[config.mk]
export PLATFORM = sky130hd
export DESIGN_NAME = inst_prefetch_queue
export DESIGN_NICKNAME = d
export VERILOG_FILES = /design/src/rtl/inst_prefetch_queue.sv
export SDC_FILE = /design/constraint.sdc
export NUM_CORES = 1
export LEC_CHECK = 0
export ABC_AREA = 0
export CORE_AREA = 2 2 159 161
export CTS_CLUSTER_DIAMETER = 30
export CTS_CLUSTER_SIZE = 8
export DETAILED_ROUTE_END_ITERATION = 10
export DIE_AREA = 0 0 161 163
export PLACE_DENSITY = 0.76
export SLEW_MARGIN = 20
export SYNTH_ARGS = -nofsm -noshare
export SYNTH_HDL_FRONTEND = slang
export SYNTH_SLANG_ARGS = --single-unit
[constraint.sdc]
create_clock -name clk -period 4.76 [get_ports clk]
set_clock_uncertainty 0.2 [all_clocks]
set_input_delay 1.428 -clock clk [delete_from_list [all_inputs] [get_ports clk]]
set_output_delay 1.428 -clock clk [all_outputs]
set_load 0.02 [all_outputs]
[src/rtl/inst_prefetch_queue.sv]
// inst_prefetch_queue
//
// Instruction fetch front end that sits in front of the IF/ID staging
// register. It fetches 32-bit instruction words from a variable-latency
// instruction memory using a req/ack handshake. Each fetched word is stored
// in a small FIFO together with its PC+4. The decode stage reads the words
// through a valid/ready interface. A redirect (taken branch or jump) flushes
// the queue and restarts fetch at the new address.
//
// Parameters:
//   DEPTH    FIFO entries (power of two, 2..16)
//   PCSTART  fetch address after reset
//
// Ports:
//   clk            clock; all state changes on the rising edge
//   reset          asynchronous, active-low reset
//   redirect       flush the queue and refetch from redirect_pc
//   redirect_pc    new fetch address (bits [1:0] are ignored)
//   imem_req       registered fetch request
//   imem_addr      registered word address of the request
//   imem_ack       one-cycle pulse; imem_rdata is valid in this cycle
//   imem_rdata     fetched instruction word
//   inst_valid     head entry is valid
//   inst_data      head instruction
//   inst_pc_plus4  fetch address of the head entry + 4
//   inst_ready     decode accepts the head entry (low = stall)
//   count          number of occupied FIFO entries
//
// Optional feature: define PREFETCH_BYPASS_EN to let an ack that arrives
// while the queue is empty reach decode in the same cycle. If decode accepts
// the word in that cycle, it is not written into the FIFO.

module inst_prefetch_queue #(
    parameter int unsigned DEPTH   = 4,
    parameter logic [31:0] PCSTART = 32'h0
) (
    input  logic                           clk,
    input  logic                           reset,
    input  logic                           redirect,
    input  logic [31:0]                    redirect_pc,
    output logic                           imem_req,
    output logic [31:0]                    imem_addr,
    input  logic                           imem_ack,
    input  logic [31:0]                    imem_rdata,
    output logic                           inst_valid,
    output logic [31:0]                    inst_data,
    output logic [31:0]                    inst_pc_plus4,
    input  logic                           inst_ready,
    output logic [$clog2(DEPTH+1)-1:0]     count
);

    localparam int unsigned PW = $clog2(DEPTH);
    localparam int unsigned CW = $clog2(DEPTH + 1);
    localparam logic [CW:0] DEPTH_W = DEPTH[CW:0];

    logic [31:0]   fetch_pc;
    logic          drop;
    logic [PW-1:0] wr_ptr;
    logic [PW-1:0] rd_ptr;
    logic [31:0]   data_mem [DEPTH];
    logic [31:0]   pc4_mem  [DEPTH];

    logic [31:0]   redirect_base;
    logic [31:0]   ack_pc_plus4;
    logic [31:0]   fetch_pc_next;
    logic [CW:0]   count_plus;
    logic          acked;
    logic          ack_good;
    logic          push;
    logic          pop;
    logic          fifo_valid;
    logic          slot_free;
    logic          issue;

    // imem_req doubles as the outstanding flag: it is high exactly while
    // a request is waiting for its ack.
    assign redirect_base = redirect_pc & 32'hFFFF_FFFC;
    assign acked         = imem_req & imem_ack;
    assign ack_good      = acked & ~drop & ~redirect;
    assign ack_pc_plus4  = imem_addr + 32'd4;
    assign fifo_valid    = (count != '0);

`ifdef PREFETCH_BYPASS_EN
    // If the queue is empty, a good ack is forwarded straight to decode.
    // It is pushed into the FIFO only if decode does not take it.
    logic bypass;
    assign bypass        = ~fifo_valid & ack_good;
    assign inst_valid    = fifo_valid | bypass;
    assign inst_data     = bypass ? imem_rdata   : data_mem[rd_ptr];
    assign inst_pc_plus4 = bypass ? ack_pc_plus4 : pc4_mem[rd_ptr];
    assign push          = ack_good & ~(bypass & inst_ready);
`else
    assign inst_valid    = fifo_valid;
    assign inst_data     = data_mem[rd_ptr];
    assign inst_pc_plus4 = pc4_mem[rd_ptr];
    assign push          = ack_good;
`endif

    assign pop = fifo_valid & inst_ready & ~redirect;

    // The issue check counts the word that arrives this cycle but ignores
    // any pop in the same cycle. This reserves FIFO space for every
    // outstanding request, so a later ack always has a free entry.
    assign fetch_pc_next = redirect ? redirect_base :
                           (ack_good ? fetch_pc + 32'd4 : fetch_pc);
    assign count_plus    = {1'b0, count} + {{CW{1'b0}}, push};
    assign slot_free     = ~imem_req | imem_ack;
    assign issue         = slot_free & (redirect | (count_plus < DEPTH_W));

    // Control state: fetch address, request handshake, stale-ack tracking
    // and FIFO bookkeeping. Redirect has priority over push, pop and the
    // normal issue check. A redirect that arrives while a request is still
    // waiting marks that request's ack as stale, so its data is dropped.
    always_ff @(posedge clk or negedge reset) begin
        if (!reset) begin
            fetch_pc  <= PCSTART;
            imem_req  <= 1'b0;
            imem_addr <= PCSTART;
            drop      <= 1'b0;
            wr_ptr    <= '0;
            rd_ptr    <= '0;
            count     <= '0;
        end else begin
            fetch_pc <= fetch_pc_next;

            if (issue) begin
                imem_req  <= 1'b1;
                imem_addr <= fetch_pc_next;
            end else if (acked) begin
                imem_req  <= 1'b0;
            end

            if (redirect) begin
                drop <= imem_req & ~imem_ack;
            end else if (acked) begin
                drop <= 1'b0;
            end

            if (redirect) begin
                wr_ptr <= '0;
                rd_ptr <= '0;
                count  <= '0;
            end else begin
                if (push) begin
                    wr_ptr <= wr_ptr + PW'(1);
                end
                if (pop) begin
                    rd_ptr <= rd_ptr + PW'(1);
                end
                case ({push, pop})
                    2'b10:   count <= count + CW'(1);
                    2'b01:   count <= count - CW'(1);
                    default: count <= count;
                endcase
            end
        end
    end

    // FIFO storage has no reset; entries are read only while count says
    // they are valid.
    always_ff @(posedge clk) begin
        if (push) begin
            data_mem[wr_ptr] <= imem_rdata;
            pc4_mem[wr_ptr]  <= ack_pc_plus4;
        end
    end

endmodule

Yosys cells after proc, flatten, opt, wreduce, memory -nomap -nowiden
Memory sizes are Yosys's and may differ from the RTL's.
Cells that the tools add are included.
W data, S select, Z words.
{"block": "classes", "add_sub_neg": 7, "n_bitwise": 13, "n_div": 0, "n_reduce_logical": 6, "magnitude_cmp": 1, "shift": 0, "mul": 0, "n_eq_ne": 2, "mux": 13}
{"op": "$add A32 B3 Y32 const B", "n": 2}
{"op": "$mux W32", "n": 2}
{"op": "$mux W2", "n": 4}
{"op": "$reduce_bool A2 Y1", "n": 4}
{"op": "$and A1 B1 Y1", "n": 7}
{"op": "$pmux W3 S2", "n": 1}
{"op": "$reduce_bool A3 Y1", "n": 2}
{"op": "$mux W1", "n": 5}
{"op": "$add A2 B1 Y2 const B", "n": 2}
{"op": "$add A3 B1 Y4", "n": 1}
{"op": "$lt A4 B3 Y1 const B", "n": 1}
{"op": "$not A1 Y1", "n": 4}
{"op": "$add A3 B1 Y3 const B", "n": 1}
{"op": "$mux W3", "n": 1}
{"op": "$sub A3 B1 Y3 const B", "n": 1}
{"op": "$eq A2 B1 Y1 const B", "n": 1}
{"op": "$eq A2 B2 Y1 const B", "n": 1}
{"op": "$or A1 B1 Y1", "n": 2}
{"block": "totals", "rom_bits": 0, "register_bits": 73, "word_cells": 51, "latchBits": 0, "ramBits": 256, "output_inout_bits": 101, "memories": 2}
{"memory": "data_mem", "depth": 4, "word_bits": 32, "read_ports": 1, "rd_clocked_by_memory_dff": 0, "write_ports": 1, "line_no": "60", "rtl": "logic [31:0] data_mem [DEPTH];"}
{"memory": "pc4_mem", "depth": 4, "word_bits": 32, "read_ports": 1, "rd_clocked_by_memory_dff": 0, "write_ports": 1, "line_no": "61", "rtl": "logic [31:0] pc4_mem [DEPTH];"}

Logic depth before layout (Yosys ltp)
{"block": "depth", "word_depth": 8, "ltp_mapped": 9}

Least setup slack after synthesis
No wires, ideal clock.
{"block": "synth_timing", "path_type": "input to register", "from": "in redirect", "to": "mem data_mem[0][0], enable pin", "setup_slack_ns": 0.490, "stages": 4, "t_required_ns": 4.131, "arrival_ns": 3.641, "path_cell_list": "clkbuf_1 > clkbuf_1 > nor3_1 > and2_1"}
{"block": "synth_between", "elab_chain_cells": 4}
{"element": "start, declared", "line_no": "39", "rtl": "input logic redirect,"}
{"element": "$not A1 Y1", "line_no": "79", "rtl": "assign ack_good = acked & ~drop & ~redirect;"}
{"element": "$and A1 B1 Y1", "line_no": "79"}
{"element": "$mux W1", "line_no": "162", "rtl": "if (push) begin"}
{"element": "$mux W1 (not written as such)", "line_no": "163", "rtl": "data_mem[wr_ptr] <= imem_rdata;"}
{"element": "end, declared", "line_no": "60"}
No other way between the ends.

Worst setup path after layout
{"block": "layout_timing", "from": "reg rd_ptr[0]", "to": "out inst_data[1]"}
{"block": "layout_between", "elab_chain_cells": 1}
{"element": "start, declared", "line_no": "59", "rtl": "logic [PW-1:0] rd_ptr;"}
{"element": "start signal, assigned", "line_no": "148", "rtl": "rd_ptr <= rd_ptr + PW'(1);"}
{"element": "$mem_v2 Z4 W32"}
{"element": "end, declared", "line_no": "46", "rtl": "output logic [31:0] inst_data,"}
No other way between the ends.

==> results by group <==
Outcome
  • Status: complete, no violations

Critical path
  • Crit-path max FO: 24
  • Critical path's largest stage delay: 740 ps
  • Worst flop-to-flop path endpoint: pc4_mem[1][31]
  • Critical path class: reg -> out
  • Setup slack, reg-to-reg: 1990 ps
  • CP Capture Type: primary output
  • Worst r2r src: imem_addr[2]
  • Crit-path cells: buf_12, mux4_2, clkdlybuf4s50_1
  • Crit path launch type: flip-flop
  • Critical path arrival: between 2000 and 3000 ps
  • Worst R2R Path Depth: 5
  • Slowest-stage cell, CP: dfrtp_4
  • Critical Path RT: 3130 ps

Synthesis
  • Yosys cell types: 47
  • Synth top area share: 0.5764
  • YS warnings: 0
  • Mapped cell area: 0.01334 mm2
  • Top cell types by occurrence after synthesis: edfxtp_1, dfrtp_1, mux4_2
  • Syn Area/Cell: roughly 18 um2
  • Largest family of logic cells by synthesized area: multiplexers
  • Compound-Gate Fraction of Synth Area: 0.02186
  • Post-synthesis adder-cell area fraction: 0.007130
  • Syn nets: 832
  • Post-Synthesis Cells: 756
  • Fraction of synthesized area in multiplexers: 0.1356
  • Synth Area in XOR/XNOR: 0.03612
  • Dominant synthesized flop cell: edfxtp_1
  • Simple-Gate Fraction of Synth Area: 0.07008
  • Area contributors post-synth: edfxtp_1, dfrtp_1, mux4_2, xnor2_1, mux2_2
  • EDFF count, synth: 256
  • Seq/Total Area, Yosys: 0.7134
  • #FFs+latches synth: 329
  • Area leader, netlist: edfxtp_1
  • Top-count cell post-synth: edfxtp_1
  • Async SR Flop Fraction: 0.2219

Placement
  • IO Port Bufs: approximately 170
  • Detail Placement HPWL: 17,110 um
  • Placed instance area: 0.01552 mm2
  • RePlAce Congestion: 0.8164
  • Placed cells: 1,241

Finish
  • Multi-input combinational cell area: approximately 0.0036 mm2
  • Post-route cell area: 0.01767 mm2
  • Antenna diodes: 0
  • Post-layout util: 0.7162
  • Final Net Count: about 1,100
  • Register area: between 0.009 and 0.01 mm2
  • Final Non-Filler Cells: around 1,400
  • P&R area growth vs syn: 32.50%
  • Layout cells sized above 1: 0.2233
  • Fillers: 1,556

Min path
  • Hold Path Sink: fetch_pc[1]
  • Worst Hold Depth: 1
  • Hold path startpoint: fetch_pc[1]
  • Min-delay worst type: reg -> reg

Global route
  • Total gr overflow: 0
  • Total GRT Usage: 0.2137
  • Largest net degree at the start of global routing: 74
  • Initial antenna violation count: 0
  • First-pass GRT wire length: 42,860 um
  • Vias in the first global route: 7,981

Clocking
  • H-Tree Depth: 3
  • CTS tree: done
  • Clock sinks: 329
  • Post-CTS Hold Buffers: 0
  • Clk Latency, worst-skew pair: between 500 and 600 ps
  • CTS resizes: 0
  • Clk buf depth: 3
  • Root Buffer: clkbuf_16
  • # Post-CTS Setup Buffers: 0
  • TritonCTS Buffers: between 60 and 70
  • Clock slew at reported path FFs: 50 ps

Routing
  • # DRC: 0
  • Remaining antenna violation count: 0
  • Detailed Route WL: ~27,000 um
  • Initial DRC Count: 491
  • Drt pass-1 iters: 4
  • Via/cell ratio: about 5.5
  • Vias: about 7,500
  • Drt wl/cell: 19.84 um

STA
  • Rel. slew slack: 0.3933
  • TNS Setup: 0 ps
  • Ratio of final minimum period to clock period: 0.9069
  • Final Slew Violations: 0
  • Worst Max-Slew Pin Slew: 910.0 ps
  • Hold Vio Cnt, Final: 0
  • Min cycle time layout: roughly 4300 ps
  • RSZ-0062 raised after global routing: no
  • Max frequency: 231.7 MHz
  • Final setup fails: 0

Floorplanning
  • Core area: about 0.025 mm2
  • Starting density of the core: 0.5405
  • Die W: ~160 um
  • Die Area: 0.02624 mm2
  • Top Ports: 170
  • Site row count: 58
  • Die Height: 163 um

Power
  • P per Cell Area: 591.2 mW/mm2
  • Leak: 6.222 nW
  • Max IR drop VDD: between 0.0003 and 0.0004 V

Flow run
  • MaxCap Viol Count: 0
## area by class of cell
class                           count  share of cell area
Tap cell                          330             0.02337
Clock buffer                       79              0.1003
Clock inverter                     40             0.02117
Inverter                           18            0.003824
Sequential cell                   329              0.5388
Timing Repair Buffer              189              0.1062
Multi-Input combinational cell    375              0.2063
## critical path, delay by kind of cell (launching register included)
kind	cells	cell delay, ps
buffers and inverters	2	830
DFF	1	740
muxes	1	560
## kinds of logic (layout without fill, tap and decap cells)
family                   Yosys count  in the layout
flip-flops                       329            329
AND/OR/NAND/NOR                  172            172
multiplexers                      98             98
XOR/XNOR                          55             55
buffers and inverters             52            326
AO/OA/AOI/OAI                     43             43
adder cells (fa/ha/maj)            7              7
## how the worst max path moves through the flow
| stage | start | to | slack (ps) | cells after the start |
|---|---|---|---|---|
| floorplan | redirect | data_mem[0][0] | 490 | 4 |
| global placement | rd_ptr[0] | inst_pc_plus4[18] | 930 | 3 |
| detailed placement | imem_ack | data_mem[3][18] | 930 | 5 |
| CTS | rd_ptr[0] | inst_pc_plus4[6] | 360 | 3 |
| global route | rd_ptr[0] | inst_pc_plus4[18] | 280 | 3 |
| finish | rd_ptr[0] | inst_data[1] | 440 | 3 |
## per-stage QoR
| stage | setup slack (ps) | power, W | hold slack [ps] |
|---|---|---|---|
| 3_3_place_gp | 926.8 | 0.006122 | 296.0 |
| 5_1_grt | 280.1 | 0.01086 | 350.6 |
| 4_1_cts | 364.4 | 0.01055 | 324.3 |
| 6_report | 443.4 | 0.01045 | 326.4 |
| 3_5_place_dp | 931.0 | 0.006164 | 305.3 |
| 2_1_floorplan | 489.8 | 0.005088 | 272.1 |
## cells in the final DEF, fill, tap and decap left out, drive strengths merged, types with 5 or more instances in the layout
cell	count
edfxtp	256
xnor2	32
nand2	56
mux2i	13
a21oi	6
xor2	23
clkdlybuf4s50	165
clkinv	26
and4	6
nor2	15
bufinv	5
nor3	10
nand4	15
o21ai	16
mux2	21
dfrtp	73
ha	6
mux4	64
clkbuf	79
nand3	24
nor2b	7
inv	23
buf	24
nor4	9
and3	12
o221ai	10
## state kept, by name, summed over array words and instances, names as in the netlist
name,cells
pc4_mem,128
count,3
rd_ptr,2
drop,1
data_mem,128
imem_addr,32
fetch_pc,32
imem_req,1
wr_ptr,2
## routing by layer
metal / global-route usage / part of all wire
met1: 0.2822 / 0.41
met2: 0.3515 / 0.50
met3: 0.05118 / 0.066
met4: 0.07711 / 0.022
met5: 0 / 0
## power by group
group	switching (W)	internal, W	total [W]
combinational	0.00114	0.00121	0.00235
sequential	0.000307	0.00344	0.00375
clock	0.00143	0.00292	0.00435
total	0.00287	0.00757	0.0104
Power figures use the tool's default switching activity.
